$ cat src/rtl/bcd_display_stage_if.sv
// Display-stage bus: CPU-side load/value in, registered BCD digits and
// active-low seven-segment patterns out.
interface bcd_display_stage_if #(
  parameter int unsigned WIDTH = 16
);
  logic [WIDTH-1:0] value;
  logic             load;
  logic             busy;
  logic             done;
  logic [3:0]       hundreds;
  logic [3:0]       tens;
  logic [3:0]       ones;
  logic             overflow;
  logic [6:0]       seg2;
  logic [6:0]       seg1;
  logic [6:0]       seg0;

  modport master (
    output value, load,
    input  busy, done, hundreds, tens, ones, overflow, seg2, seg1, seg0
  );

  modport slave (
    input  value, load,
    output busy, done, hundreds, tens, ones, overflow, seg2, seg1, seg0
  );
endinterface

$ cat src/rtl/bcd_display_stage.sv
// Binary-to-BCD display stage: iterative double-dabble (one bit per cycle)
// feeding registered active-low seven-segment outputs with optional blanking.
module bcd_display_stage #(
  parameter int unsigned WIDTH         = 16,
  parameter bit          BLANK_LEADING = 1'b1
) (
  input logic                  clk,
  input logic                  n_reset,
  bcd_display_stage_if.slave   bus
);

  localparam logic [6:0] SegBlank = 7'b1111111;
  localparam logic [6:0] SegDash  = 7'b0111111;
  localparam logic [6:0] SegZero  = 7'b1000000;
  localparam logic [6:0] SegLeadReset = BLANK_LEADING ? SegBlank : SegZero;

  typedef enum logic [1:0] {StIdle, StConv, StFinish} stateT;

  stateT            stateQ, stateD;
  logic [WIDTH-1:0] shiftQ, shiftD;
  logic [19:0]      accQ, accD;
  logic [4:0]       cntQ, cntD;
  logic             doneQ, doneD;
  logic [3:0]       hundredsQ, hundredsD;
  logic [3:0]       tensQ, tensD;
  logic [3:0]       onesQ, onesD;
  logic             overflowQ, overflowD;
  logic [6:0]       seg2Q, seg2D;
  logic [6:0]       seg1Q, seg1D;
  logic [6:0]       seg0Q, seg0D;
  logic [19:0]      accAdj;

  function automatic logic [6:0] segOf(input logic [3:0] digit);
    logic [6:0] seg;
    unique case (digit)
      4'd0:    seg = 7'b1000000;
      4'd1:    seg = 7'b1111001;
      4'd2:    seg = 7'b0100100;
      4'd3:    seg = 7'b0110000;
      4'd4:    seg = 7'b0011001;
      4'd5:    seg = 7'b0010010;
      4'd6:    seg = 7'b0000010;
      4'd7:    seg = 7'b1111000;
      4'd8:    seg = 7'b0000000;
      4'd9:    seg = 7'b0010000;
      default: seg = SegBlank;
    endcase
    return seg;
  endfunction

  // Double-dabble correction: any digit >= 5 would carry past 9 once doubled.
  always_comb begin
    accAdj = accQ;
    for (int i = 0; i < 5; i++) begin
      if (accQ[4*i +: 4] >= 4'd5) begin
        accAdj[4*i +: 4] = accQ[4*i +: 4] + 4'd3;
      end
    end
  end

  always_comb begin
    stateD    = stateQ;
    shiftD    = shiftQ;
    accD      = accQ;
    cntD      = cntQ;
    doneD     = 1'b0;
    hundredsD = hundredsQ;
    tensD     = tensQ;
    onesD     = onesQ;
    overflowD = overflowQ;
    seg2D     = seg2Q;
    seg1D     = seg1Q;
    seg0D     = seg0Q;

    unique case (stateQ)
      StIdle: begin
        if (bus.load) begin
          shiftD = bus.value;
          accD   = '0;
          cntD   = 5'(WIDTH);
          stateD = StConv;
        end
      end
      StConv: begin
        {accD, shiftD} = {accAdj, shiftQ} << 1;
        cntD = cntQ - 5'd1;
        if (cntQ == 5'd1) begin
          stateD = StFinish;
        end
      end
      StFinish: begin
        onesD     = accQ[3:0];
        tensD     = accQ[7:4];
        hundredsD = accQ[11:8];
        overflowD = |accQ[19:12];
        if (overflowD) begin
          seg2D = SegDash;
          seg1D = SegDash;
          seg0D = SegDash;
        end else begin
          seg0D = segOf(onesD);
          seg1D = (BLANK_LEADING && hundredsD == 4'd0 && tensD == 4'd0) ? SegBlank
                                                                         : segOf(tensD);
          seg2D = (BLANK_LEADING && hundredsD == 4'd0) ? SegBlank : segOf(hundredsD);
        end
        doneD  = 1'b1;
        stateD = StIdle;
      end
      default: stateD = StIdle;
    endcase
  end

  always_ff @(posedge clk or negedge n_reset) begin
    if (!n_reset) begin
      stateQ    <= StIdle;
      shiftQ    <= '0;
      accQ      <= '0;
      cntQ      <= '0;
      doneQ     <= 1'b0;
      hundredsQ <= '0;
      tensQ     <= '0;
      onesQ     <= '0;
      overflowQ <= 1'b0;
      seg2Q     <= SegLeadReset;
      seg1Q     <= SegLeadReset;
      seg0Q     <= SegZero;
    end else begin
      stateQ    <= stateD;
      shiftQ    <= shiftD;
      accQ      <= accD;
      cntQ      <= cntD;
      doneQ     <= doneD;
      hundredsQ <= hundredsD;
      tensQ     <= tensD;
      onesQ     <= onesD;
      overflowQ <= overflowD;
      seg2Q     <= seg2D;
      seg1Q     <= seg1D;
      seg0Q     <= seg0D;
    end
  end

  assign bus.busy     = (stateQ != StIdle);
  assign bus.done     = doneQ;
  assign bus.hundreds = hundredsQ;
  assign bus.tens     = tensQ;
  assign bus.ones     = onesQ;
  assign bus.overflow = overflowQ;
  assign bus.seg2     = seg2Q;
  assign bus.seg1     = seg1Q;
  assign bus.seg0     = seg0Q;

endmodule

$ cat src/flat_wrapper.sv
// flat-port wrapper written by rule: the top's interface ports become plain ports
module bcd_display_stage_flat 
#(
  parameter int unsigned WIDTH         = 16,
  parameter bit          BLANK_LEADING = 1'b1
)
  (clk, n_reset, bus_value, bus_load, bus_busy, bus_done, bus_hundreds, bus_tens, bus_ones, bus_overflow, bus_seg2, bus_seg1, bus_seg0);
  bcd_display_stage_if #(.WIDTH(WIDTH)) bus_i ();
  input logic clk;
  input logic n_reset;
  input wire logic [$bits(bus_i.value)-1:0] bus_value;
  input wire logic [$bits(bus_i.load)-1:0] bus_load;
  output wire logic [$bits(bus_i.busy)-1:0] bus_busy;
  output wire logic [$bits(bus_i.done)-1:0] bus_done;
  output wire logic [$bits(bus_i.hundreds)-1:0] bus_hundreds;
  output wire logic [$bits(bus_i.tens)-1:0] bus_tens;
  output wire logic [$bits(bus_i.ones)-1:0] bus_ones;
  output wire logic [$bits(bus_i.overflow)-1:0] bus_overflow;
  output wire logic [$bits(bus_i.seg2)-1:0] bus_seg2;
  output wire logic [$bits(bus_i.seg1)-1:0] bus_seg1;
  output wire logic [$bits(bus_i.seg0)-1:0] bus_seg0;
  assign bus_i.value = bus_value;
  assign bus_i.load = bus_load;
  assign bus_busy = bus_i.busy;
  assign bus_done = bus_i.done;
  assign bus_hundreds = bus_i.hundreds;
  assign bus_tens = bus_i.tens;
  assign bus_ones = bus_i.ones;
  assign bus_overflow = bus_i.overflow;
  assign bus_seg2 = bus_i.seg2;
  assign bus_seg1 = bus_i.seg1;
  assign bus_seg0 = bus_i.seg0;
  bcd_display_stage #(.WIDTH(WIDTH), .BLANK_LEADING(BLANK_LEADING)) u_core (.clk(clk), .n_reset(n_reset), .bus(bus_i));
endmodule
$ cat config.mk
export PLATFORM = sky130hd
export DESIGN_NAME = bcd_display_stage_flat
export DESIGN_NICKNAME = d
export VERILOG_FILES = /design/src/rtl/bcd_display_stage_if.sv /design/src/rtl/bcd_display_stage.sv /design/src/flat_wrapper.sv
export SDC_FILE = /design/constraint.sdc
export NUM_CORES = 1
export LEC_CHECK = 0
export BUFFER_PORTS_ARGS = -buffer_cell sky130_fd_sc_hd__buf_4
export CORE_ASPECT_RATIO = 1.75
export CORE_MARGIN = 1.5
export CORE_UTILIZATION = 40
export CTS_CLUSTER_DIAMETER = 50
export DETAILED_ROUTE_END_ITERATION = 10
export PLACE_DENSITY = 0.65
export REMOVE_ABC_BUFFERS = 1
export SYNTH_ARGS = -nofsm -noshare
export SYNTH_HDL_FRONTEND = slang
export SYNTH_SLANG_ARGS = --single-unit
$ cat constraint.sdc
create_clock -name clk -period 3.6 [get_ports clk]
set_input_delay 0.72 -clock clk [delete_from_list [all_inputs] [get_ports clk]]
set_output_delay 0.72 -clock clk [all_outputs]
set_load 0.05 [all_outputs]
==> metrics.yaml, run 1 <==
start_kind: "flip-flop"
syn_to_final_growth_pct: 17.3
drv_slew: 0
final-setup-viol-count: 0
rsz0062_at_grt: "no"
grt.total_usage_pct: 17.0
hold_class: "flip-flop to flip-flop"
rrSetupSlack_ns: 1.39
place.port_buffers: 54
layout.nets: 516
cts_hold_buffers: 0
synthFlopType: "dfrtp_1"
max_freq_ghz: 0.447
ys_seq_area_share_pct: 47.2
yosysTopAreaCell: "dfrtp_1"
syn_area_sq_um: 4170
dr.pass1.iters: 4
cts_resized: 0
layout.cells.most_common_list: "dfrtp_1 (63), nand2_1 (62), buf_4 (57), o21ai_0 (50), a21oi_1 (35)"
fin_skew_ns: 0.00387
grt_first_pass_wirelength_um: 15000
viasPerCell: 5.33
vias: 3214
place.gp.congestion: 0.810
tns_ns: 0
io_pins: 55
cp-end-kind: "primary output"
synth_warnings: 0
postRouteAntennaNets: 0
dp_cells: 587
overflow: 0
post-dp-hpwl_um: 6070
fp.dieW_um: 80.2
status: "complete, no violations"
clk_latency_ns: 0.33
tightest_slew_ns: 0.967
synth_top_area_share_pct: 37.8
cts_sinks: 78
grt_max_degree: 79
slew_headroom_pct: 35.5
final_cells: 603
hold_viol: 0
fin_crit_sh_pct: 62.1
async_reset_ff_share_pct: 100
post-place-ws_ns: 1.40
synth_cell_types: 51
grt_pass1_vias: 3169
route.detailed.drc: 0
ys_ff_latch: 78
worstSetupPathType: "flip-flop to primary output"
cts_tree: "built"
netlist_instances: 431
p_leak_nw: 2.30
arrival_ns: 1.52
path_max_fanout: 21
n_antenna_cell: 0
fin_util_pct: 47.8
drive_above_1_share_pct: 20.6
ys_top_cells_by_area: "dfrtp_1 (38%), dfstp_2 (9.4%), ha_1 (7.8%)"
start_util_pct: 40.8
power_density_nw_per_um2: 1010
cts_buffer_depth: 2
dieArea_sq_um: 11100
wl_per_cell_um: 14.2
layout_min_cycle_time_ns: 2.24
rows: 49
drt-total-wl_um: 8550
synth_edf_count: 0
cts_buffers: 9
cap_viol_max_count: 0
core_area_sq_um: 10200
setup_slack_ns: 1.36
fin_hold_ws_ns: 0.456
peakVddDrop_v: 0.000372
avgSynthCellArea_sq_um: 9.68
drt_iter0_markers: 170
grt_antenna_before_repair: 0
required_ns: 2.88
htree_levels: 3
clk_pin_slew_ns: 0.06
die-height_um: 138
postCtsSetupBuffers: 0
layout_commonest_cell: "dfrtp_1"
cts-root-buf: "clkbuf_16"
[critical path, cell delays in order (launching register included)]
cell	delay [ns]
dfrtp_1	0.74
nor2_1	0.16
inv_1	0.09
buf_4	0.19
[kinds of logic after synthesis]
family | Yosys count | share of synthesized area [%]
compound gates | 134 | 19.7
simple gates | 134 | 17.1
flops | 78 | 47.2
buf+inv | 48 | 5.82
fa+ha+maj | 26 | 7.80
xor+xnor | 8 | 1.68
mux | 3 | 0.720
[through the flow]
step | cell area (sq um) | total power (W)
2_1_floorplan | 4010 | 0.00337
3_3_place_gp | 4590 | 0.00400
3_5_place_dp | 4590 | 0.00407
4_1_cts | 4900 | 0.00499
5_1_grt | 4900 | 0.00533
6_report | 4900 | 0.00495
[flip-flops by register name, indices dropped and copies added, names as in the netlist]
register	count
u_core.accQ	20
u_core.shiftQ	16
u_core.bus.seg0	7
u_core.bus.seg1	7
u_core.bus.seg2	7
u_core.cntQ	5
u_core.bus.hundreds	4
u_core.bus.ones	4
u_core.bus.tens	4
u_core.stateQ	2
u_core.bus.done	1
u_core.bus.overflow	1
[power by group]
group / switching, W / total [W] / internal (W)
clock network: 0.000337 / 0.000910 / 0.000574
registers: 0.000390 / 0.00168 / 0.00129
logic: 0.00145 / 0.00236 / 0.000902
total: 0.00218 / 0.00495 / 0.00276
[final timing paths]
| path | from | to | depth (start not counted) |
|---|---|---|---|
| setup / recovery | u_core.stateQ[1]$_DFFE_PN0P_ | bus_busy | 3 |
| hold / removal | u_core.bus.seg2[3]$_DFFE_PN1P_ | u_core.bus.seg2[3]$_DFFE_PN1P_ | 2 |
| setup reg to reg | u_core.stateQ[1]$_DFFE_PN0P_ | u_core.bus.seg2[4]$_DFFE_PN1P_ | 4 |
| hold reg to reg | u_core.bus.seg2[3]$_DFFE_PN1P_ | u_core.bus.seg2[3]$_DFFE_PN1P_ | 2 |
| max in group asynchronous | n_reset | u_core.bus.overflow$_DFFE_PN0P_ | 1 |
| min in group asynchronous | n_reset | u_core.cntQ[4]$_DFFE_PN0P_ | 1 |
[layer usage]
layer | track usage, % | up-vias | routed length (um)
li1 | - | 1594 | -
met5 | 0 | - | 0
met4 | 6.62 | 0 | 121
met2 | 28.5 | 56 | 4490
met1 | 20.7 | 1555 | 3610
met3 | 3.76 | 9 | 325
[cell usage after synthesis, types with 2 or more instances]
cell	instances
a211oi_1	2
clkbuf_1	10
nand3_1	8
o32a_1	2
ha_1	26
o22ai_1	9
o21a_1	2
buf_6	2
o31ai_1	2
o21bai_1	3
nand2_1	62
nor2b_1	7
a32o_1	3
and3b_1	15
o22a_1	4
a21oi_1	35
xor2_1	2
nor3_1	4
mux2i_1	3
dfrtp_1	63
o32ai_1	2
o311ai_0	5
a31oi_1	6
inv_1	19
o21ba_2	3
buf_2	11
nand2b_1	7
o21ai_0	50
xnor2_1	6
dfstp_2	15
clkbuf_8	3
nor2_1	20
clkbuf_2	2
[area by class of cell]
cell class	count	area, sq um
fill	958	5340
sequential	78	1970
multi-input combinational	305	1960
timing repair buffer	57	428
clock buffer	13	260
tap	127	159
inverter	20	76.3
clock inverter	3	42.5
No activity file was read; power rests on OpenSTA's default activity.
==> run 2: changes to the inputs <==
Clock period 3.6 ns to 2.2 ns, I/O delays scaled along.
==> metrics.yaml, run 2 (synthesis results as in run 1) <==
crit_chain: "inv_1 -> ha_1 -> or3b_2 -> nand4b_1 -> a21oi_1 -> o21ai_0"
status: "complete, no violations"
fin_skew_ns: 0.00885  # +0.00498 ns
design_area_sq_um: 4960  # +1.3%
start_kind: "flip-flop"
ff_latch_area_sq_um: 1970  # unchanged
layout_min_cycle_time_ns: 1.86
pwr-share-seq_pct: 33.2  # -0.7 points
grt_antenna_before_repair: 0  # unchanged
vias: 3238  # +0.75%
power_density_nw_per_um2: 1640  # +62%
cts_buffers: 9  # unchanged
drt_iter0_markers: 178  # +4.7%
cap_viol_max_count: 0  # unchanged
io_pins: 55  # unchanged
place.port_buffers: 54  # unchanged
max_stage_delay_ns: 0.45  # -0.29 ns
startpoint: "u_core.accQ[9]$_DFFE_PN0P_"
layout.cells.most_common_list: "buf_4 (65), dfrtp_1 (63), nand2_1 (62), o21ai_0 (50), a21oi_1 (35)"
postCtsSetupBuffers: 0  # unchanged
total_power_w: 0.00813  # +64%
crit_family: "simple AND/OR/NAND/NOR gates"
dp_cells: 596  # +1.5%
cts-root-buf: "clkbuf_16"
drt-total-wl_um: 8920  # +4.3%
core_area_sq_um: 10200  # unchanged
swShare_pct: 44.6  # +0.44 points
path_max_fanout: 7  # -67%
rr_startpoint: "u_core.accQ[9]$_DFFE_PN0P_"
worstSetupPathType: "flip-flop to flip-flop"
p_switching_w: 0.00362  # +66%
cts_buffer_depth: 2  # unchanged
peakVddDrop_v: 0.000679  # +82%
clk_latency_ns: 0.34  # about the same
syn_to_final_growth_pct: 18.8
worst-path-buf-inv: 1  # -1
route.detailed.drc: 0  # unchanged
largestRegisters: "u_core.accQ (20), u_core.shiftQ (16)"
top_register: "u_core.accQ"
max_freq_ghz: 0.537
clk_pin_slew_ns: 0.06  # about the same
htree_levels: 3  # unchanged
fp.dieW_um: 80.2  # unchanged
cts_sinks: 78  # unchanged
fin_util_pct: 48.4  # +0.60 points
overflow: 0  # unchanged
postRouteAntennaNets: 0  # unchanged
dr.pass1.iters: 4  # unchanged
p_comb_share_pct: 49.0  # +1.3 points
grt_max_degree: 44  # -44%
clkPwrFrac_pct: 17.8  # -0.6 points
drive_above_1_share_pct: 21.9  # +1.3 points
cts_tree: "built"
grt_pass1_vias: 3123  # -1.5%
tns_ns: 0  # unchanged
largest_reg_flops: 20  # unchanged
hold_class: "input pin to asynchronous set/reset pin"
required_ns: 2.46  # -0.42 ns
hold_viol: 0  # unchanged
final_cells: 612  # +1.5%
cp-end-kind: "flip-flop"
cts_hold_buffers: 0  # unchanged
rsz0062_at_grt: "no"
fillers: 949  # -0.94%
die-height_um: 138  # unchanged
arrival_ns: 2.13  # +0.61 ns
n_antenna_cell: 0  # unchanged
viasPerCell: 5.29  # -0.73%
p_leak_nw: 2.34  # +1.7%
p_int_w: 0.00451  # +63%
grt_first_pass_wirelength_um: 15200  # +1.6%
place.gp.congestion: 0.916  # +13%
layout.nets: 525  # +1.7%
final-setup-viol-count: 0  # unchanged
slowest_stage: "dfrtp_1"
slew_headroom_pct: 62.1  # +27 points
drv_slew: 0  # unchanged
tightest_slew_ns: 0.569  # -0.398 ns
cts_resized: 0  # unchanged
fin_crit_sh_pct: 84.7
grt.total_usage_pct: 17.6  # +0.65 points
wl_per_cell_um: 14.6  # +2.8%
start_util_pct: 40.8  # unchanged
placed_area_sq_um: 4670  # +1.7%
dieArea_sq_um: 11100  # unchanged
rows: 49  # unchanged
layout_commonest_cell: "buf_4"
post-dp-hpwl_um: 6450  # +6.3%
multi_input_area_sq_um: 1960  # unchanged
[run 2: cell types whose count changed in the layout (fill, tap and decap cells not counted), sizes merged]
cell | previous run | this run
buf | 57 | 66
clkbuf | 13 | 12
clkinv | 2 | 3
[run 2: final cells by class]
cell class,count,share of cell area [%]
multi-input combinational,305,39.5
inverter,20,1.54
timing repair buffer,66,10.2
clock buffer,12,4.77
clock inverter,4,0.959
tap,127,3.21
sequential,78,39.8
[run 2: routing by layer]
layer	wire [um]	share of wire, %	vias up	GRT usage, %
met1	3620	41	1556	20.5
li1	-	-	1606	-
met3	270	3.0	18	3.70
met4	232	2.6	0	8.17
met5	0	0	-	0
met2	4800	54	58	30.2
[run 2: worst reg2reg max path, delay by kind of cell, from the launching register on]
kind	cells	cell delay, ns
adders and majority gates	1	0.27
buffers and inverters	1	0.19
DFF	1	0.45
and+or+nand+nor	2	0.67
AOI/OAI and AO/OA	2	0.22
[run 2: power by group through the flow]
stage / sequential (W) / clock [W] / combinational [W]
after floorplan: 0.00344 / 0 / 0.00207
after detailed placement: 0.00272 / 0 / 0.00401
after global placement: 0.00269 / 0 / 0.00392
final: 0.00270 / 0.00145 / 0.00398
after CTS: 0.00270 / 0.00148 / 0.00402
after global routing: 0.00280 / 0.00153 / 0.00440
[run 2: worst paths after layout]
path / depth (start not counted) / slack [ns] / end
setup / recovery: 6 / 0.34 / u_core.bus.seg2[1]$_DFFE_PN1P_
setup reg to reg: 6 / 0.34 / u_core.bus.seg2[1]$_DFFE_PN1P_
hold reg to reg: 2 / 0.46 / u_core.bus.seg2[3]$_DFFE_PN1P_
min in group clk: 2 / 0.35 / u_core.shiftQ[0]$_DFFE_PN0P_
hold / removal: 1 / 0.09 / u_core.accQ[6]$_DFFE_PN0P_
max in group asynchronous: 2 / 1.45 / u_core.bus.seg2[6]$_DFFE_PN1P_
[run 2: through the flow]
stage | worst slack, ns | hold WS (ns)
after floorplan | 0.211 | 0.144
after global placement | 0.452 | 0.453
after detailed placement | 0.374 | 0.450
after CTS | 0.334 | 0.113
after global routing | 0.196 | 0.148
final | 0.338 | 0.0909
